$ cat config.mk
export PLATFORM = sky130hd
export DESIGN_NAME = sum_bcd_display
export DESIGN_NICKNAME = d
export VERILOG_FILES = /design/src/rtl/sum_bcd_display.sv
export SDC_FILE = /design/constraint.sdc
export NUM_CORES = 1
export LEC_CHECK = 0
export CAP_MARGIN = 10
export CORE_UTILIZATION = 43
export DETAILED_ROUTE_END_ITERATION = 16
export HOLD_SLACK_MARGIN = 0.02
export PLACE_DENSITY = 0.65
export SETUP_SLACK_MARGIN = 0.15
export SLEW_MARGIN = 20
export SYNTH_ARGS = -nofsm -noshare
export SYNTH_HDL_FRONTEND = slang
export SYNTH_SLANG_ARGS = --single-unit
export TNS_END_PERCENT = 10
$ cat constraint.sdc
create_clock -name clk -period 2.5 [get_ports clk]
set_input_delay 0.75 -clock clk [delete_from_list [all_inputs] [get_ports clk]]
set_output_delay 0.75 -clock clk [all_outputs]
set_load 0.05 [all_outputs]
$ cat src/rtl/sum_bcd_display.sv
// ============================================================================
//  Module   : sum_bcd_display
//  Purpose  : Sequential double-dabble conversion of the adder sum to BCD,
//             shown on a 4-digit active-low multiplexed 7-segment display.
//  Revision : 1.0 - initial release
// ============================================================================
`default_nettype none

module sum_bcd_display #(
   parameter int IN_W          = 9,
   parameter int REFRESH_DIV   = 100000,
   parameter bit BLANK_LEADING = 1'b1
) (
   input  logic            clk,
   input  logic            rst_n,
   input  logic [IN_W-1:0] sum_in,
   output logic            busy,
   output logic [11:0]     bcd,
   output logic            bcd_valid,
   output logic [3:0]      an,
   output logic [6:0]      seg,
   output logic            dp
);

   localparam int c_SH_W  = 12 + IN_W;
   localparam int c_CNT_W = $clog2(IN_W + 1);
   localparam int c_REF_W = $clog2(REFRESH_DIV);

   localparam logic [c_CNT_W-1:0] c_CNT_LAST = c_CNT_W'(IN_W - 1);
   localparam logic [c_REF_W-1:0] c_REF_MAX  = c_REF_W'(REFRESH_DIV - 1);

   typedef enum logic [1:0] {
      S_IDLE  = 2'd0,
      S_SHIFT = 2'd1,
      S_DONE  = 2'd2
   } state_t;

   state_t              r_state;
   state_t              w_state_nxt;
   logic [c_SH_W-1:0]   r_sh;
   logic [c_SH_W-1:0]   w_adj;
   logic [c_CNT_W-1:0]  r_cnt;
   logic [IN_W-1:0]     r_cap;
   logic [IN_W-1:0]     r_last;
   logic                r_pending;
   logic                r_busy;
   logic [11:0]         r_bcd;
   logic                r_bcd_valid;
   logic                w_start;

   logic [c_REF_W-1:0]  r_ref;
   logic [1:0]          r_idx;
   logic [1:0]          w_idx_nxt;
   logic [3:0]          r_an;
   logic [6:0]          r_seg;
   logic [3:0]          w_an_nxt;
   logic [6:0]          w_seg_nxt;
   logic [3:0]          w_digit;
   logic                w_dark;

   function automatic logic [6:0] f_glyph(input logic [3:0] d);
      case (d)
         4'd0:    f_glyph = 7'b1000000;
         4'd1:    f_glyph = 7'b1111001;
         4'd2:    f_glyph = 7'b0100100;
         4'd3:    f_glyph = 7'b0110000;
         4'd4:    f_glyph = 7'b0011001;
         4'd5:    f_glyph = 7'b0010010;
         4'd6:    f_glyph = 7'b0000010;
         4'd7:    f_glyph = 7'b1111000;
         4'd8:    f_glyph = 7'b0000000;
         4'd9:    f_glyph = 7'b0010000;
         default: f_glyph = 7'b1111111;
      endcase
   endfunction

   // Add-3 correction on every BCD nibble before the shift.
   always_comb begin
      w_adj = r_sh;
      for (int k = 0; k < 3; k++) begin
         if (w_adj[IN_W+4*k +: 4] >= 4'd5)
            w_adj[IN_W+4*k +: 4] = w_adj[IN_W+4*k +: 4] + 4'd3;
      end
   end

   always_comb begin
      w_start     = r_pending || (sum_in != r_last);
      w_state_nxt = r_state;
      case (r_state)
         S_IDLE:  if (w_start) w_state_nxt = S_SHIFT;
         S_SHIFT: if (r_cnt == c_CNT_LAST) w_state_nxt = S_DONE;
         S_DONE:  w_state_nxt = S_IDLE;
         default: w_state_nxt = S_IDLE;
      endcase
   end

   always_ff @(posedge clk) begin
      if (!rst_n) begin
         r_state     <= S_IDLE;
         r_sh        <= '0;
         r_cnt       <= '0;
         r_cap       <= '0;
         r_last      <= '0;
         r_pending   <= 1'b1;
         r_busy      <= 1'b0;
         r_bcd       <= 12'h000;
         r_bcd_valid <= 1'b0;
      end else begin
         r_state <= w_state_nxt;
         r_busy  <= (w_state_nxt != S_IDLE);
         case (r_state)
            S_IDLE: begin
               if (w_start) begin
                  r_sh      <= {12'b0, sum_in};
                  r_cap     <= sum_in;
                  r_cnt     <= '0;
                  r_pending <= 1'b0;
               end
            end
            S_SHIFT: begin
               r_sh  <= w_adj << 1;
               r_cnt <= r_cnt + 1'b1;
            end
            S_DONE: begin
               r_bcd       <= r_sh[c_SH_W-1:IN_W];
               r_last      <= r_cap;
               r_bcd_valid <= 1'b1;
            end
            default: ;
         endcase
      end
   end

   // Display slot to be shown after the next refresh wrap.
   assign w_idx_nxt = r_idx + 2'd1;

   always_comb begin
      w_digit = 4'd0;
      w_dark  = 1'b1;
      case (w_idx_nxt)
         2'd0: begin
            w_digit = r_bcd[3:0];
            w_dark  = 1'b0;
         end
         2'd1: begin
            w_digit = r_bcd[7:4];
            w_dark  = BLANK_LEADING && (r_bcd[11:4] == 8'h00);
         end
         2'd2: begin
            w_digit = r_bcd[11:8];
            w_dark  = BLANK_LEADING && (r_bcd[11:8] == 4'h0);
         end
         default: w_dark = 1'b1;
      endcase
      if (!r_bcd_valid)
         w_dark = 1'b1;

      w_an_nxt  = 4'b1111;
      w_seg_nxt = 7'b1111111;
      if (!w_dark) begin
         w_an_nxt  = ~(4'b0001 << w_idx_nxt);
         w_seg_nxt = f_glyph(w_digit);
      end
   end

   always_ff @(posedge clk) begin
      if (!rst_n) begin
         r_ref <= '0;
         r_idx <= 2'd0;
         r_an  <= 4'b1111;
         r_seg <= 7'b1111111;
      end else if (r_ref == c_REF_MAX) begin
         r_ref <= '0;
         r_idx <= w_idx_nxt;
         r_an  <= w_an_nxt;
         r_seg <= w_seg_nxt;
      end else begin
         r_ref <= r_ref + 1'b1;
      end
   end

   assign busy      = r_busy;
   assign bcd       = r_bcd;
   assign bcd_valid = r_bcd_valid;
   assign an        = r_an;
   assign seg       = r_seg;
   assign dp        = 1'b1;

endmodule

`default_nettype wire

==> out/results.ini, run 1 <==
[status]
status = finished, final reports clean

[clock_network]
clk_latency_ps = 350
cts_max_path_buffers = 2
htreeDepth = 3
hold_buffers = 0
tritoncts = done
clock-root-buffer = clkbuf_8
post-cts-setup-buffers = 0
cts-buffers-inserted = 9
clock-sinks = 90
cts.reportedPaths.clkPinSlew_ps = 80

[setup_path]
crit_family = buffers and inverters
arrival_ps = 1590
critPathMaxStageDelay_ps = 830
worstSetupPathType = reg2out
setup.worst_path.start_class = flop
endpoint_kind = primary output
reg2reg_from = r_idx[1]
r2r_slack_ps = 310
path_cells = clkdlybuf4s50_1
cp.required_ps = 1750
cpMaxStageDelayCell = clkdlybuf4s50_1
r2r.worst_path.cells = 7
r2r_end = seg[1]
worstPathMaxFanout = 4
crit_buf_inv = 1

[floorplan]
initial_core_util_pct = 44.1
die_w_um = 99.1
core_area_sq_um = 9200
row_count = 35
die-area_sq_um = 9820
io_pins = 37
die_y_um = 99.1

[place]
hpwl_um = 6260
placed_area_sq_um = 4590
post-place-ws_ps = -161
portBuffers = 35
place_congestion = 0.829

[routing]
post_drt_wl_per_cell_um = 13.6
postRouteWirelength_um = 8780
drc = 0
met1_length_um = 4160
drtIter0Drc = 123
met2_length_um = 4250
top_layer_used = met4
vias = 3454
first_pass_iters = 4
drt.antenna.violating_nets = 0
wl_met3_um = 301
via_per_inst = 5.36

[timing]
fin_setup_tns_ps = 0
finClkSkew_ps = 10.4
hold_ws_ps = 445
final-setup-viol-count = 0
rsz0062_at_grt = true
fin_crit_sh_pct = 93.4
fmax_ghz = 0.428
setup_ws_ps = 164
tightest_slew_ps = 922
fin_crit_ps = 2340
slew_headroom_pct = 38.4
hold_viol_final = 0
report.final.slew_viol_count = 0

[global_route]
overflow = 0
grt_pass1_vias = 3251
grt_pass1_wl_um = 15100
grt.total_usage_pct = 19.1
grt_max_degree = 31
antenna_found_initial = 0

[flow_run]
drv_cap = 0

[min_path]
whs_endpoint = r_ref[0]
timing.hold.worst.start = r_ref[0]
min_delay_path_depth = 1
min_path_type = reg2reg

[synth]
synth_ff_type = dfxtp_1
syn_area_per_cell_sq_um = 8.31
synth_edf_count = 0
async_flop_share_pct = 0
synth_area_leaders = dfxtp_1, nand2_1, ha_1
synth_top_area_share_pct = 44.4
synth_area_sq_um = 4060
synthTopCellsByCount = dfxtp_1, nand2_1, a21oi_1
syn_nets = 518
postSynthCellCount = 488
ys_types = 47
yosysMostFrequentCell = dfxtp_1
ys_ff_latch = 90
ys_seq_area_share_pct = 44.4
synth_area_leader_cell = dfxtp_1
synth_warnings = 0

[final_layout]
multiInputGateArea_sq_um = 2090
seq_area_sq_um = 1810
n_antenna_cell = 0
syn2layout_area_growth_pct = 20.2
nFillCells = 875
utilization_pct = 53.0
fin_area_sq_um = 4870
nets = 559
drive_gt1_share_pct = 9.74

[pwr]
ir_drop_uv = 253
powerDensity_nw_per_um2 = 583
p_leak_uw = 0.00179

==> layout by cell type (no fill, tap or decap), types with 2 or more instances in the layout <==
cell type         n
ha_1             17
a31oi_1          10
nand2b_1          6
nand2_1          84
xnor2_1          16
nor2b_1           2
or2_2             2
nor4_2            2
o22ai_1           6
a222oi_1          4
o32ai_1           2
nor2_1           33
o21ai_0          33
a211oi_1          3
dfxtp_1          89
and4_1            3
buf_4            21
bufinv_16         3
inv_1            15
nand3b_1          2
clkinvlp_4        2
xor2_1           18
a21oi_1          44
nand3_1          22
and3_1            4
clkbuf_8         10
ha_2              2
nor3_1           18
clkdlybuf4s50_1  33
nand4_1           4
==> area by class of cell <==
cell class	count	area share, %
clock buffers	10	2.82
clock inverters	6	2.34
inverters	16	1.23
multi-input cells	355	42.9
flip-flops and latches	90	37.0
well taps	111	2.85
repair buffers	57	10.9
==> power breakdown <==
group / switching (uW) / leakage (uW) / total (uW) / internal (uW)
combinational: 92.0 / 0.000939 / 148 / 56.1
clock: 515 / 0.000119 / 1210 / 693
sequential: 22.1 / 0.000732 / 1490 / 1460
==> metal layers <==
layer,global-route usage [%],vias up
met1,24.5,1622
met5,0,-
met4,6.67,0
li1,-,1761
met3,3.94,9
met2,32.0,62
==> cell families after synthesis <==
logic type	after synthesis	share of synthesized area, %
AOI/OAI and AO/OA	110	15.8
xor gates and xnor gates	34	7.34
adders and majority gates	19	5.86
buffers and inverters	43	4.66
DFF	90	44.4
muxes	2	0.617
other	1	0.0925
and+or+nand+nor	189	21.2
==> through the flow <==
stage          instances  total power [uW]
6_report             645              2840
5_1_grt              645              2970
4_1_cts              645              2870
3_5_place_dp         629              1670
3_3_place_gp         629              1660
2_1_floorplan        488              1610
==> state kept, by name, indices dropped and copies added (netlist names) <==
| name | count |
|---|---|
| an | 4 |
| bcd | 12 |
| bcd_valid | 1 |
| busy | 1 |
| r_cap | 9 |
| r_cnt | 4 |
| r_idx | 2 |
| r_last | 9 |
| r_pending | 1 |
| r_ref | 17 |
| r_sh | 21 |
| r_state | 2 |
| seg | 7 |
==> worst max path at each step <==
stage               end      start  slack, ps  cells past startpoint
2_1_floorplan    seg[1]   r_idx[1]        320                      7
3_3_place_gp   r_sh[12]  sum_in[7]       -170                      7
3_5_place_dp   r_cnt[1]  sum_in[7]       -160                      7
4_1_cts         bcd[11]    bcd[11]        140                      1
5_1_grt          bcd[5]     bcd[5]        100                      1
6_report        bcd[10]    bcd[10]        160                      1
==> what timing repair did <==
| item | in CTS | in global routing |
|---|---|---|
| resized for setup | 1 | 8 |
| pin swaps | 0 | 2 |
| endpoints found under the setup margin | 3 | 21 |
Note: power is estimated with default switching activity, not from simulation.
==> run 2, diff against run 1 <==
CORE_ASPECT_RATIO = 0.5   (was unset)
==> run 2 against run 1 <==
Net effect:
- via count down 0.78%
- critical endpoint is now bcd[6]
- clock skew down 3.9 ps
- largest cell class unchanged
- routed wire length up 1.7%
- clock power about the same
==> out/results.ini, run 2 (synthesis results as in run 1) <==
[routing]
drt.antenna.violating_nets = 0  ; unchanged
met2_length_um = 4100  ; was 4250 um
first_pass_iters = 5  ; was 4
via_per_inst = 5.28  ; was 5.36
postRouteWirelength_um = 8930  ; was 8780 um
drc = 0  ; unchanged
top_layer_used = met4  ; unchanged
post_drt_wl_per_cell_um = 13.8  ; was 13.6 um
wl_met3_um = 411  ; was 301 um
drtIter0Drc = 191  ; was 123
vias = 3427  ; was 3454
met1_length_um = 4340  ; was 4160 um

[final_layout]
final_cell_mix = dfxtp_1, nand2_1, a21oi_1  ; unchanged
largest_reg_flops = 21  ; unchanged
n_antenna_cell = 0  ; unchanged
top_register = r_sh  ; unchanged
layout_commonest_cell = dfxtp_1  ; unchanged
fin_area_sq_um = 4900  ; was 4870 sq um
nets = 561  ; was 559
drive_gt1_share_pct = 8.83  ; was 9.74%
syn2layout_area_growth_pct = 20.9  ; was 20.2%

[floorplan]
row_count = 24  ; was 35
die_w_um = 139  ; was 99.1 um
initial_core_util_pct = 45.5  ; was 44.1%
core_area_sq_um = 8920  ; was 9200 sq um
die_y_um = 70.7  ; was 99.1 um
die-area_sq_um = 9850  ; was 9820 sq um
io_pins = 37  ; unchanged

[global_route]
antenna_found_initial = 0  ; unchanged
grt_pass1_wl_um = 15100  ; about the same
grt_pass1_vias = 3120  ; was 3251
overflow = 0  ; unchanged
grt.total_usage_pct = 19.4  ; was 19.1%
grt_max_degree = 53  ; was 31

[setup_path]
worstPathMaxFanout = 4  ; unchanged
worstSetupPathType = reg2out  ; unchanged
crit_path_start = bcd[6]  ; was bcd[10]
critPathMaxStageDelay_ps = 830  ; about the same
r2r.worst_path.cells = 8  ; was 7
r2r_slack_ps = 200  ; was 310 ps
cp.required_ps = 1750  ; about the same
crit_buf_inv = 1  ; unchanged
cpMaxStageDelayCell = clkdlybuf4s50_1  ; unchanged
endpoint_kind = primary output  ; unchanged
crit_cells = 1  ; unchanged
reg2reg_from = r_idx[1]  ; unchanged
path_cells = clkdlybuf4s50_1  ; unchanged
endpoint = bcd[6]  ; was bcd[10]
setup.worst_path.start_class = flop  ; unchanged
arrival_ps = 1580  ; was 1590 ps
crit_family = buffers and inverters  ; unchanged
r2r_end = seg[1]  ; unchanged

[timing]
hold_ws_ps = 439  ; was 445 ps
setup_ws_ps = 171  ; was 164 ps
rsz0062_at_grt = true  ; unchanged
fin_crit_sh_pct = 93.2  ; was 93.4%
hold_viol_final = 0  ; unchanged
tightest_slew_ps = 828  ; was 922 ps
fin_crit_ps = 2330  ; was 2340 ps
final-setup-viol-count = 0  ; unchanged
finClkSkew_ps = 6.42  ; was 10.4 ps
fmax_ghz = 0.429  ; was 0.428 GHz
slew_headroom_pct = 44.7  ; was 38.4%
report.final.slew_viol_count = 0  ; unchanged

[pwr]
totalPowerFinal_uw = 2820  ; was 2840 uW
powerDensity_nw_per_um2 = 575  ; was 583 nW/um^2
ir_drop_uv = 336  ; was 253 uV
p_leak_uw = 0.00180  ; was 0.00179 uW

[status]
status = finished, final reports clean  ; unchanged

[min_path]
min_path_type = reg2reg  ; unchanged

[clock_network]
hold_buffers = 0  ; unchanged
cts-buffers-inserted = 9  ; unchanged
cts_max_path_buffers = 2  ; unchanged
tritoncts = done  ; unchanged
htreeDepth = 3  ; unchanged
clock-sinks = 90  ; unchanged
clk_latency_ps = 340  ; was 350 ps
clock-root-buffer = clkbuf_16  ; was clkbuf_8
cts.reportedPaths.clkPinSlew_ps = 60  ; was 80 ps

[place]
hpwl_um = 6090  ; was 6260 um
placed_area_sq_um = 4620  ; was 4590 sq um
post-place-ws_ps = -78.8  ; was -161 ps
portBuffers = 35  ; unchanged
place_congestion = 0.781  ; was 0.829

[flow_run]
drv_cap = 0  ; unchanged

run 2: timing repair:
action / CTS / global route
resized for setup: 2 / 5
setup buffers: 0 / 1
pin swaps: 1 / 3
setup endpoints to repair: 1 / 6
cloned: 0 / 0
run 2: final cells by class:
class,count,area (sq um)
clock buffers,11,243
clock inverters,1,5.00
fillers,815,4020
inverters,16,60.1
multi-input cells,355,2080
flip-flops and latches,90,1810
well taps,117,146
repair buffers,59,558
run 2: how the worst min path moves through the flow:
stage | from | to | depth (start not counted)
6_report | r_ref[0] | r_ref[0] | 1
5_1_grt | r_ref[0] | r_ref[0] | 1
4_1_cts | r_ref[0] | r_ref[0] | 1
3_5_place_dp | r_ref[0] | r_ref[0] | 1
3_3_place_gp | r_ref[0] | r_ref[0] | 1
2_1_floorplan | r_ref[0] | r_ref[0] | 1
run 2: power breakdown:
| part | internal [uW] | leakage (uW) | switching [uW] | total [uW] |
|---|---|---|---|---|
| sequential | 1470 | 0.000732 | 20.6 | 1490 |
| clock | 676 | 0.000123 | 507 | 1180 |
| combinational | 59.0 | 0.000943 | 90.4 | 149 |
run 2: metrics by stage:
stage | util [%] | TNS (ps) | instances
6_report | 55.0 | 0 | 649
2_1_floorplan | - | 0 | 488
3_3_place_gp | 51.8 | -123 | 636
3_5_place_dp | 51.8 | -685 | 636
4_1_cts | 54.6 | 0 | 648
5_1_grt | 55.0 | 0 | 649
run 2: layer usage:
layer | up-vias | GRT usage, %
met3 | 9 | 5.82
met2 | 59 | 32.3
met5 | - | 0
li1 | 1764 | -
met1 | 1595 | 24.6
met4 | 0 | 5.19
==> run 3, diff against run 2 <==
CTS_CLUSTER_SIZE = 40   (was unset)
REMOVE_ABC_BUFFERS = 1   (was unset)
==> run 3 against run 2 <==
Net effect:
- utilization up 0.60 points
- critical path type unchanged
- sequential power about the same
- combinational power about the same
- global-route usage down 0.50 points
- critical path depth unchanged
==> out/results.ini, run 3 (synthesis results as in run 1) <==
[place]
place_congestion = 0.822  ; was 0.781
portBuffers = 35  ; unchanged
post-place-ws_ps = -166  ; was -78.8 ps
hpwl_um = 6120  ; was 6090 um

[timing]
fin_crit_ps = 2310  ; was 2330 ps
tightest_slew_ps = 695  ; was 828 ps
fin_crit_sh_pct = 92.5  ; was 93.2%
slew_headroom_pct = 53.6  ; was 44.7%
hold_viol_final = 0  ; unchanged
rsz0062_at_grt = true  ; unchanged
finClkSkew_ps = 6.27  ; was 6.42 ps
report.final.slew_viol_count = 0  ; unchanged
fmax_ghz = 0.432  ; was 0.429 GHz
setup_ws_ps = 187  ; was 171 ps
fin_setup_tns_ps = 0  ; unchanged
final-setup-viol-count = 0  ; unchanged

[flow_run]
drv_cap = 0  ; unchanged

[routing]
first_pass_iters = 4  ; was 5
postRouteWirelength_um = 8970  ; was 8930 um
vias = 3356  ; was 3427
drt.antenna.violating_nets = 0  ; unchanged
drtIter0Drc = 181  ; was 191
drc = 0  ; unchanged
post_drt_wl_per_cell_um = 13.7  ; was 13.8 um
via_per_inst = 5.13  ; was 5.28

[setup_path]
worstSetupPathType = reg2out  ; unchanged
r2r.worst_path.cells = 7  ; was 8
r2r_slack_ps = 250  ; was 200 ps
worstPathMaxFanout = 4  ; unchanged
endpoint_kind = primary output  ; unchanged
arrival_ps = 1560  ; was 1580 ps
critPathMaxStageDelay_ps = 830  ; about the same
r2r_end = seg[1]  ; unchanged
crit_buf_inv = 1  ; unchanged
crit_cells = 1  ; unchanged
cpMaxStageDelayCell = clkdlybuf4s50_1  ; unchanged
cp.required_ps = 1750  ; about the same
endpoint = bcd[9]  ; was bcd[6]
path_cells = clkdlybuf4s50_1  ; unchanged
setup.worst_path.start_class = flop  ; unchanged
crit_path_start = bcd[9]  ; was bcd[6]
reg2reg_from = r_idx[1]  ; unchanged
crit_family = buffers and inverters  ; unchanged

[final_layout]
nFillCells = 837  ; was 815
nets = 562  ; was 561
layout_commonest_cell = dfxtp_1  ; unchanged
n_antenna_cell = 0  ; unchanged
multiInputGateArea_sq_um = 2090  ; was 2080 sq um
largest_reg_flops = 21  ; unchanged
seq_area_sq_um = 1800  ; was 1810 sq um
top_register = r_sh  ; unchanged
drive_gt1_share_pct = 9.87  ; was 8.83%
final_cell_mix = dfxtp_1, nand2_1, a21oi_1  ; unchanged
syn2layout_area_growth_pct = 22.2  ; was 20.9%

[global_route]
grt_pass1_vias = 3124  ; was 3120
grt_max_degree = 30  ; was 53
overflow = 0  ; unchanged
grt.total_usage_pct = 18.9  ; was 19.4%
antenna_found_initial = 0  ; unchanged
grt_pass1_wl_um = 14800  ; was 15100 um

[floorplan]
row_count = 24  ; unchanged
die-area_sq_um = 9850  ; unchanged
die_y_um = 70.7  ; unchanged
io_pins = 37  ; unchanged
die_w_um = 139  ; unchanged
core_area_sq_um = 8920  ; unchanged
initial_core_util_pct = 45.5  ; unchanged

[pwr]
ir_drop_uv = 280  ; was 336 uV
p_leak_uw = 0.00183  ; was 0.00180 uW
powerDensity_nw_per_um2 = 605  ; was 575 nW/um^2
totalPowerFinal_uw = 3000  ; was 2820 uW

[clock_network]
tritoncts = done  ; unchanged
hold_buffers = 0  ; unchanged
clk_latency_ps = 340  ; about the same
cts_max_path_buffers = 2  ; unchanged
htreeDepth = 3  ; unchanged
cts.reportedPaths.clkPinSlew_ps = 70  ; was 60 ps
clock-sinks = 90  ; unchanged
cts-buffers-inserted = 9  ; unchanged
clock-root-buffer = clkbuf_16  ; unchanged

[min_path]
min_path_type = reg2reg  ; unchanged

[status]
status = finished, final reports clean  ; unchanged

-- run 3: layout make-up --
cell class	count	share of cell area, %
Clock buffer	11	4.90
Clock inverter	5	1.09
Inverter	16	1.21
Multi-Input combinational cell	355	42.2
Sequential cell	90	36.4
Tap cell	117	2.95
Timing Repair Buffer	60	11.2
-- run 3: report_power, final --
part	leakage [uW]	switching (uW)	total, uW	internal (uW)
registers	0.000732	29.1	1500	1470
logic	0.000946	86.7	149	62.4
clock network	0.000149	555	1350	799
total	0.00183	671	3000	2330
-- run 3: worst register-to-register path, cell delays in order (launching register included) --
cell and delay (ps):
dfxtp_2 370, inv_1 80, ha_2 220, a222oi_1 430
nor2_1 160, ha_1 340, or3_2 440, a31oi_1 160
-- run 3: worst min path at each step --
stage | startpoint | end | slack, ps | cells after the start
after global placement | r_ref[0] | r_ref[0] | 430 | 1
after CTS | r_ref[0] | r_ref[0] | 440 | 1
final | r_ref[0] | r_ref[0] | 440 | 1
after detailed placement | r_ref[0] | r_ref[0] | 440 | 1
after floorplan | r_ref[0] | r_ref[0] | 410 | 1
after global routing | r_ref[0] | r_ref[0] | 470 | 1
-- run 3: what timing repair did --
| action | in CTS | in global routing |
|---|---|---|
| gates resized for setup | 1 | 7 |
| setup endpoints to repair | 3 | 29 |
| pin swaps | 1 | 3 |
| setup buffers | 0 | 1 |
-- run 3: per-stage QoR --
step                      area [sq um]  instances  util [%]  hold slack (ps)
after floorplan                   3930        461         -              413
after global placement            4620        637      51.8              426
after detailed placement          4620        637      51.8              435
after CTS                         4910        653      55.1              444
after global routing              4960        654      55.6              469
final                             4960        654      55.6              438
-- run 3: metal layers --
layer  vias to the layer above  global-route usage [%]  share of wire (%)
met5                         -                       0                  0
met4                         0                    6.05               0.59
met3                         4                    5.42                3.2
met2                        41                    31.0                 45
met1                      1538                    24.1                 51
li1                       1773                       -                  -
==> variant: new RTL, settings of run 3 <==
Re-encode `state_t` (3 states) as one-hot, 3 bits wide.
--- a/src/rtl/sum_bcd_display.sv
+++ b/src/rtl/sum_bcd_display.sv
@@ -29,10 +29,10 @@
    localparam logic [c_CNT_W-1:0] c_CNT_LAST = c_CNT_W'(IN_W - 1);
    localparam logic [c_REF_W-1:0] c_REF_MAX  = c_REF_W'(REFRESH_DIV - 1);
 
-   typedef enum logic [1:0] {
-      S_IDLE  = 2'd0,
-      S_SHIFT = 2'd1,
-      S_DONE  = 2'd2
+   typedef enum logic [2:0] {
+      S_IDLE  = 3'b001,
+      S_SHIFT = 3'b010,
+      S_DONE  = 3'b100
    } state_t;
 
    state_t              r_state;
Formal check against the unedited RTL: no difference found for any inputs over 10 cycles, from zero or initial values and one cycle with rst_n low; not proved beyond that.
==> variant against run 3 <==
  * Via count rose by 0.77%
  * Clock skew barely moved
  * Area after synthesis rose by 0.96%
  * Routed wire length fell by 1.9%
  * Cell area rose by 2.0%
  * Sequential cell count rose by 1
  * Non-clock buffer count rose by 7
  * Global-route usage rose by 0.62 points
  * Setup slack got worse by 0.0063 ns
Power is not compared: it rests on default switching activity, and its combinational part moved more than twofold at a synthesized area within 25%.
==> variant: results (changes against run 3) <==
[setup_path]
arrival_ns=1.57
crit_fanout=4  ; unchanged
rrSetupSlack_ns=0.27  ; +0.02 ns

[drt]
drt_iter0_markers=208  ; +15%
via_per_inst=5.18  ; +0.93%
drt-pass1-iter-count=4  ; unchanged
wl_mm=8.80  ; -1.9%

[sta]
hold_ws_ns=0.440  ; +0.00279 ns
worst_pin_slew_ns=0.847  ; +0.152 ns

[yosys]
ys_types=55  ; +17%
synth-seq-area-share_pct=44.5  ; +0.068 points
synth.area.mux_share_pct=0.520  ; -0.098 points
synth_adder_area_share_pct=5.81  ; -0.056 points
synthTopCellsByArea=dfxtp_1 44%, nand2_1 6.6%, ha_1 5.8%
ys_top_cells_by_count=91 x dfxtp_1, 72 x nand2_1, 47 x nor2_1, 43 x a21oi_1, 20 x clkbuf_1
yosys.area_share.xor_xnor_pct=5.78  ; -1.6 points
synth-compound-area-share_pct=16.6  ; +0.83 points
synth_cells=480  ; -1.6%

[place]
placed_area_um2=4710  ; +2.1%
dp_hpwl_mm=6.11  ; -0.25%
pre_cts_slack_ns=-0.105  ; +0.0610 ns
placed_cells=635  ; -0.31%
gp_congestion=0.761  ; -7.4%

[finish]
final_nets=561  ; -0.18%
fin_cells=653  ; -0.15%
n_fill_cell=824  ; -1.6%
drive_above_1_share_pct=11.8  ; +1.9 points

[global_routing]
grt_use_met2_pct=32.1  ; +1.0 points
grt_pass1_wl_mm=15.4  ; +4.2%
grt_pass1_vias=3177  ; +1.7%
use_met3_pct=5.01  ; -0.41 points
met1_usage_pct=25.8  ; +1.7 points
grt_use_total_pct=19.5  ; +0.62 points
grt_max_degree=36  ; +20%

[worst_hold_path]
holdPathEnd=r_ref[0]$_SDFF_PP0_

[outcome]
status=complete, no violations

[variant: layer usage]
| metal | routed length (um) | vias to the layer above |
|---|---|---|
| met5 | 0 | - |
| met4 | 53 | 0 |
| met3 | 332 | 5 |
| met2 | 4050 | 47 |
| met1 | 4360 | 1560 |
| li1 | - | 1770 |
[variant: worst max-delay path by stage]
| stage | end | slack [ns] | cells after the start | start |
|---|---|---|---|---|
| 3_5_place_dp | r_sh[20]$_SDFFE_PN0P_ | -0.10 | 8 | sum_in[7] |
| 2_1_floorplan | r_cap[0]$_SDFFE_PN0P_ | 0.34 | 5 | sum_in[7] |
| 6_report | bcd[6] | 0.18 | 1 | bcd[6]$_SDFFE_PN0N_ |
| 3_3_place_gp | r_sh[20]$_SDFFE_PN0P_ | -0.06 | 7 | sum_in[5] |
| 4_1_cts | bcd[7] | 0.15 | 1 | bcd[7]$_SDFFE_PN0N_ |
| 5_1_grt | r_sh[9]$_SDFFE_PN0P_ | 0.09 | 6 | sum_in[5] |
[variant: layout make-up]
type,instances,area [um^2],area share [%]
clock buffer,11,253,5.00
tap,117,146,2.90
multi-input combinational,345,2100,41.6
timing repair buffer,67,603,11.9
sequential,91,1820,36.1
inverter,17,63.8,1.26
clock inverter,5,61.3,1.21
[variant: cells by family (layout without fill, tap and decap cells)]
family          after synthesis  in the layout
buf+inv                      44            100
mux                           2              2
fa+ha+maj                    19             19
xor+xnor                     27             27
simple gates                190            190
flops                        91             91
other cells                   1              1
compound gates              106            106
[variant: power breakdown]
group	internal, mW	total [mW]	switching, mW
combinational	0.137	0.315	0.178
sequential	1.51	1.54	0.0370
clock	0.833	1.40	0.571
total	2.48	3.26	0.786
[variant: repair_timing]
action	CTS	global route
setup endpoints to repair	1	15
pin swaps	1	2
endpoints found under the hold margin	0	0
resized for setup	2	5
buffers inserted	0	2
